### config.mk
export PLATFORM = sky130hd
export DESIGN_NAME = pll_lock_supervisor
export DESIGN_NICKNAME = d
export VERILOG_FILES = /design/src/rtl/pll_lock_supervisor.sv
export SDC_FILE = /design/constraint.sdc
export NUM_CORES = 1
export LEC_CHECK = 0
export ABC_CLOCK_PERIOD_IN_PS = 4700
export CORE_ASPECT_RATIO = 1.75
export CORE_MARGIN = 2
export CORE_UTILIZATION = 60
export DETAILED_ROUTE_END_ITERATION = 12
export MAX_ROUTING_LAYER = met4
export PLACE_DENSITY = 0.83
export SYNTH_ARGS = -nofsm -noshare
export SYNTH_HDL_FRONTEND = slang
export SYNTH_SLANG_ARGS = --single-unit
### constraint.sdc
create_clock -name clki -period 4.7 [get_ports clki]
set_clock_uncertainty 0.1 [all_clocks]
set_input_delay 0.705 -clock clki [delete_from_list [all_inputs] [get_ports clki]]
set_output_delay 0.705 -clock clki [all_outputs]
set_load 0.05 [all_outputs]
### src/rtl/pll_lock_supervisor.sv
// Purpose: supervises the ECP5 PLL lock, releases NUM_DOM domain resets in stages, and counts lock losses.
// Latency: locked_in is synchronised through 2 flops; a lock loss reaches the outputs 3 edges after locked_in falls (FILTER_CYCLES+2 with the filter).
// Backpressure: none; clr_count is a one-cycle strobe; optional loss debounce enabled by macro GLITCH_FILTER_EN.
module pll_lock_supervisor #(
  parameter int NUM_DOM       = 3,
  parameter int STABLE_CYCLES = 1024,
  parameter int STAGE_GAP     = 16,
  parameter int LOCK_TIMEOUT  = 65536,
  parameter int PLLRST_CYCLES = 32,
  parameter int LOSS_CNT_W    = 8,
  parameter int FILTER_CYCLES = 4
) (
  input  logic                  clki,
  input  logic                  rstn,
  input  logic                  locked_in,
  input  logic                  clr_count,
  output logic                  pll_rst,
  output logic [NUM_DOM-1:0]    dom_rstn,
  output logic                  all_ready,
  output logic                  lock_lost,
  output logic [LOSS_CNT_W-1:0] loss_count
);

  function automatic int max_i(input int a, input int b);
    return (a > b) ? a : b;
  endfunction

  // Terminal values of the shared phase timer, one per state that counts.
  localparam int PLL_LAST_I = PLLRST_CYCLES - 1;
  localparam int TMO_LAST_I = LOCK_TIMEOUT - 1;
  localparam int STB_LAST_I = STABLE_CYCLES - 1;
  localparam int REL_LAST_I = (NUM_DOM - 1) * STAGE_GAP;
  localparam int TMR_MAX    = max_i(max_i(PLL_LAST_I, TMO_LAST_I), max_i(STB_LAST_I, REL_LAST_I));
  localparam int TMR_W      = (TMR_MAX < 1) ? 1 : $clog2(TMR_MAX + 1);

  localparam logic [TMR_W-1:0] PLL_LAST = TMR_W'(PLL_LAST_I);
  localparam logic [TMR_W-1:0] TMO_LAST = TMR_W'(TMO_LAST_I);
  localparam logic [TMR_W-1:0] STB_LAST = TMR_W'(STB_LAST_I);
  localparam logic [TMR_W-1:0] REL_LAST = TMR_W'(REL_LAST_I);

  typedef enum logic [2:0] {
    S_RESET_PLL = 3'd0,
    S_WAIT_LOCK = 3'd1,
    S_STABILIZE = 3'd2,
    S_RELEASE   = 3'd3,
    S_RUN       = 3'd4
  } state_e;

  state_e                  state_q, state_d;
  logic [TMR_W-1:0]        tmr_q, tmr_d;
  logic                    pll_rst_q, pll_rst_d;
  logic [NUM_DOM-1:0]      dom_rstn_q, dom_rstn_d;
  logic                    all_ready_q, all_ready_d;
  logic                    lock_lost_q, lock_lost_d;
  logic [LOSS_CNT_W-1:0]   loss_cnt_q, loss_cnt_d;

  logic                    lock_meta_q;
  logic                    lock_s_q;
  logic                    loss_det;
  logic                    loss_ev;

`ifdef GLITCH_FILTER_EN
  localparam int FLT_W = (FILTER_CYCLES <= 1) ? 1 : $clog2(FILTER_CYCLES);
  localparam logic [FLT_W-1:0] FLT_LAST = FLT_W'(FILTER_CYCLES - 1);

  logic [FLT_W-1:0]        filt_q, filt_d;

  // A loss only counts once lock_s has been low for FILTER_CYCLES cycles in a row.
  assign loss_det = !lock_s_q && (filt_q == FLT_LAST);
`else
  logic                    unused_filter_cfg;

  // Without the filter any single low cycle of lock_s is a loss.
  assign loss_det = !lock_s_q;
  assign unused_filter_cfg = (FILTER_CYCLES > 0);
`endif

  // Two-flop synchroniser for the raw PLL lock, which is asynchronous to clki.
  always_ff @(posedge clki) begin
    if (!rstn) begin
      lock_meta_q <= 1'b0;
      lock_s_q    <= 1'b0;
    end else begin
      lock_meta_q <= locked_in;
      lock_s_q    <= lock_meta_q;
    end
  end

  // Next-state, timer and output decode; every output is registered below.
  always_comb begin
    state_d     = state_q;
    tmr_d       = tmr_q;
    dom_rstn_d  = dom_rstn_q;
    all_ready_d = all_ready_q;
    lock_lost_d = 1'b0;
    loss_cnt_d  = loss_cnt_q;
    // pll_rst is the registered image of the RESET_PLL state, so it is high
    // for exactly as many cycles as the FSM spends there.
    pll_rst_d   = (state_q == S_RESET_PLL);
    loss_ev     = 1'b0;
`ifdef GLITCH_FILTER_EN
    filt_d      = '0;
`endif

    case (state_q)
      S_RESET_PLL: begin
        // lock_s is deliberately ignored while the PLL is held in reset.
        dom_rstn_d  = '0;
        all_ready_d = 1'b0;
        if (tmr_q == PLL_LAST) begin
          state_d = S_WAIT_LOCK;
          tmr_d   = '0;
        end else begin
          tmr_d = tmr_q + 1'b1;
        end
      end

      S_WAIT_LOCK: begin
        dom_rstn_d  = '0;
        all_ready_d = 1'b0;
        // Lock arriving on the timeout cycle still wins over the retry.
        if (lock_s_q) begin
          state_d = S_STABILIZE;
          tmr_d   = '0;
        end else if (tmr_q == TMO_LAST) begin
          state_d = S_RESET_PLL;
          tmr_d   = '0;
        end else begin
          tmr_d = tmr_q + 1'b1;
        end
      end

      S_STABILIZE: begin
        // A drop here is just an unstable PLL, not a loss: restart the wait.
        if (!lock_s_q) begin
          state_d = S_WAIT_LOCK;
          tmr_d   = '0;
        end else if (tmr_q == STB_LAST) begin
          state_d = S_RELEASE;
          tmr_d   = '0;
        end else begin
          tmr_d = tmr_q + 1'b1;
        end
      end

      S_RELEASE: begin
        if (loss_det) begin
          loss_ev = 1'b1;
        end else begin
          // Domain i comes out of reset at stage-timer value i*STAGE_GAP.
          for (int i = 0; i < NUM_DOM; i++) begin
            if (tmr_q == TMR_W'(i * STAGE_GAP)) begin
              dom_rstn_d[i] = 1'b1;
            end
          end
          if (tmr_q == REL_LAST) begin
            state_d     = S_RUN;
            all_ready_d = 1'b1;
          end else begin
            tmr_d = tmr_q + 1'b1;
          end
        end
      end

      S_RUN: begin
        if (loss_det) begin
          loss_ev = 1'b1;
        end
      end

      default: begin
        state_d     = S_RESET_PLL;
        tmr_d       = '0;
        dom_rstn_d  = '0;
        all_ready_d = 1'b0;
      end
    endcase

`ifdef GLITCH_FILTER_EN
    // Debounce counter only runs while domains are (being) released.
    if ((state_q == S_RELEASE || state_q == S_RUN) && !lock_s_q && !loss_ev) begin
      filt_d = filt_q + 1'b1;
    end
`endif

    // A loss drops every domain at once and goes back to waiting for lock.
    if (loss_ev) begin
      state_d     = S_WAIT_LOCK;
      tmr_d       = '0;
      dom_rstn_d  = '0;
      all_ready_d = 1'b0;
      lock_lost_d = 1'b1;
    end

    // A clear coinciding with a loss leaves that loss counted.
    if (clr_count) begin
      loss_cnt_d = loss_ev ? LOSS_CNT_W'(1) : '0;
    end else if (loss_ev && !(&loss_cnt_q)) begin
      loss_cnt_d = loss_cnt_q + LOSS_CNT_W'(1);
    end
  end

  // State, timer and output registers with synchronous active-low reset.
  always_ff @(posedge clki) begin
    if (!rstn) begin
      state_q     <= S_RESET_PLL;
      tmr_q       <= '0;
      pll_rst_q   <= 1'b0;
      dom_rstn_q  <= '0;
      all_ready_q <= 1'b0;
      lock_lost_q <= 1'b0;
      loss_cnt_q  <= '0;
`ifdef GLITCH_FILTER_EN
      filt_q      <= '0;
`endif
    end else begin
      state_q     <= state_d;
      tmr_q       <= tmr_d;
      pll_rst_q   <= pll_rst_d;
      dom_rstn_q  <= dom_rstn_d;
      all_ready_q <= all_ready_d;
      lock_lost_q <= lock_lost_d;
      loss_cnt_q  <= loss_cnt_d;
`ifdef GLITCH_FILTER_EN
      filt_q      <= filt_d;
`endif
    end
  end

  assign pll_rst    = pll_rst_q;
  assign dom_rstn   = dom_rstn_q;
  assign all_ready  = all_ready_q;
  assign lock_lost  = lock_lost_q;
  assign loss_count = loss_cnt_q;

endmodule

==> flow_summary_export.csv <==
group,metric,value,unit
clocking,cts_buffer_depth,2,
synthesis,syn_area_per_cell,8.99,um^2
placed_design,hpwl,2800,um
synthesis,ys_top_cells_by_area,"dfxtp_1 38%, xor2_1 7.3%, nor2_1 5.4%",
final_layout,insertedDiodeCount,0,
critical_path,max_stage_delay,840,ps
synthesis,synth_fa_ha_area_share,2.09,%
synthesis,syn-num-nets,207,
synthesis,ys.warnings.count,0,
final_layout,nNetsFinal,222,
final_layout,syn_to_final_growth,13.5,%
timing,drv_slew,0,
synthesis,synth_xor_area_share,10.2,%
synthesis,synth_area_leader_cell,"dfxtp_1",
min_path,hold_class,"reg -> reg",
global_routing,grt_max_degree,17,
final_layout,final_cell_mix,"34 x dfxtp_1, 26 x nor2_1, 17 x clkdlybuf4s50_1",
synthesis,synthSimpleGateAreaFrac,31.7,%
route,drc,0,
critical_path,path_cells,"clkdlybuf4s50_1",
timing,report.final.setup_viol,0,
route,via_per_inst,6.02,
route,dr.pass1.iters,4,
timing,setup-tns-final,0,ps
synthesis,ys_seq_elements,34,
clocking,cts.repair.resized,0,
critical_path,critPathSlowestCell,"clkdlybuf4s50_1",
clocking,hold_buffers,0,
power,power.density,291,nW/um^2
synthesis,synth_top_family_by_area,"simple AND/OR/NAND/NOR gates",
global_routing,grt_pass1_wl,6230,um
route,postRouteAntennaNets,0,
critical_path,ff2ff_setup_slack,2560,ps
synthesis,synth_cells,200,
final_layout,final_common_cell,"dfxtp_1",
route,drt_iter0_drc,27,
clocking,h-tree-depth,2,
timing,final-hold-violation-count,0,
clocking,cts_tree,"done",
floorplan,ios,18,
placed_design,routabilityCongestion,0.911,
synthesis,synthMuxAreaShare,1.67,%
critical_path,critPathLaunchType,"flip-flop",
timing,rsz0062_at_grt,"false",
clocking,root_buffer,"clkbuf_8",
critical_path,crit_type,"reg -> out",
synthesis,netlist.area_leader.share,37.9,%
final_layout,drive_above_1_share,12.0,%
critical_path,worstPathMaxFanout,4,
run_status,status,"completed",
critical_path,path_delay_family,"buffers and inverters",
clocking,clock_latency,290,ps
synthesis,synth_compound_gate_area_share,12.7,%
global_routing,grt_pass1_vias,1438,
synthesis,yosysUniqueCellTypes,52,
timing,maxSlewHeadroom,66.1,%
floorplan,coreArea,2900,um^2
final_layout,final_area,2040,um^2
timing,min_period,2370,ps
job,cap_violations,0,
floorplan,rows,26,
critical_path,cp-end-kind,"primary output",
clocking,cts.clk_slew.worst_paths,70,ps
route,vias,1470,
route,wire_per_inst,15.3,um
power,p_leak,0.734,nW
clocking,cts_setup_buffers,0,
clocking,numCtsBuffers,5,
critical_path,worstPathArrival,1570,ps
global_routing,antenna_found_initial,0,
timing,worst_slew_pin_slew,507,ps
synthesis,netlist_area,1800,um^2
route,wirelength,3740,um
global_routing,grtUsageTotal,24.5,%
clocking,cts_num_sinks,34,
critical_path,crit_required,3890,ps
floorplan,fp.dieW,45.4,um
critical_path,critical_path_buf_inv_count,1,
floorplan,chipHeight,76.4,um
timing,fmax,421,MHz
floorplan,start_util,62.1,%
placed_design,dpl-instance-area,1950,um^2
synthesis,seq_area_frac_synth,37.9,%
placed_design,io_buffers,17,
power,ir_drop,0.309,mV
timing,finalCritPeriodShare,50.5,%
floorplan,dieArea,3470,um^2
global_routing,grt_overflow,0,
==> logic make-up (layout without fill, tap and decap cells) <==
kind of cell             after synthesis  count (layout)
AND/OR/NAND/NOR                       98              98
adder cells (fa/ha/maj)                3               3
multiplexers                           3               3
flip-flops                            34              34
AO/OA/AOI/OAI                         28              28
XOR/XNOR                              21              21
buffers and inverters                 13              29
==> registers in the layout (all words and copies together) (netlist names) <==
signal       count
dom_rstn         3
lock_lost        1
lock_meta_q      1
lock_s_q         1
loss_count       8
pll_rst          1
state_q          3
tmr_q           16
==> cells in the mapped netlist, drive strengths merged <==
| library cell | count |
|---|---|
| nor3b | 4 |
| o21bai | 1 |
| mux2i | 3 |
| nand4b | 1 |
| and4 | 3 |
| nor4bb | 1 |
| buf | 7 |
| nand2b | 1 |
| a211oi | 3 |
| and2b | 1 |
| dfxtp | 34 |
| nor2 | 28 |
| and4b | 1 |
| a21boi | 1 |
| inv | 4 |
| clkbuf | 2 |
| xnor2 | 6 |
| and3b | 1 |
| nand3b | 2 |
| and2 | 5 |
| o21ba | 2 |
| nand4 | 4 |
| nor2b | 4 |
| a31oi | 1 |
| nor3 | 2 |
| or3b | 1 |
| nor4 | 3 |
| o21a | 1 |
| nand3 | 10 |
| ha | 3 |
| o21ai | 7 |
| xor2 | 15 |
| o2111ai | 1 |
| or2 | 1 |
| o31ai | 1 |
| nand2 | 16 |
| a21oi | 9 |
| nor4b | 3 |
| a22oi | 1 |
| and3 | 6 |
==> where the power goes <==
part	switching, W	total (W)	leakage, nW	internal [W]
Clock	0.000103	0.000221	0.0482	0.000118
Sequential	0.00000909	0.000304	0.275	0.000295
Combinational	0.0000400	0.0000690	0.411	0.0000290
==> cell type report <==
| class | instances | area (um^2) |
|---|---|---|
| multi-input combinational | 153 | 1050 |
| clock inverter | 1 | 5.00 |
| timing repair buffer | 17 | 170 |
| sequential | 34 | 681 |
| clock buffer | 7 | 86.3 |
| fill | 228 | 855 |
| tap | 28 | 35.0 |
| inverter | 4 | 15.0 |
==> metal layers <==
metal / vias to the layer above / part of all wire, % / GRT usage (%)
met3: 15 / 3.0 / 5.21
met1: 698 / 38 / 23.2
met5: - / 0 / -
met2: 32 / 56 / 42.5
li1: 725 / - / -
met4: 0 / 3.2 / 12.9
==> path summary, 6_finish.rpt <==
path,start,to,depth (start not counted)
max,loss_count[6],loss_count[6],1
min,lock_meta_q,lock_s_q,1
max reg2reg,tmr_q[1],state_q[2],7
min reg2reg,lock_meta_q,lock_s_q,1
==> stage by stage <==
stage	hold WS [ps]	utilization (%)	setup slack, ps	std cells	power (W)
after floorplan	312	-	2670	200	0.000365
after global placement	320	67.3	2520	236	0.000376
after detailed placement	338	67.3	2470	236	0.000380
after CTS	353	70.5	2310	244	0.000598
after global routing	362	70.5	2300	244	0.000619
final	343	70.5	2330	244	0.000595
Power figures use the tool's default switching activity.
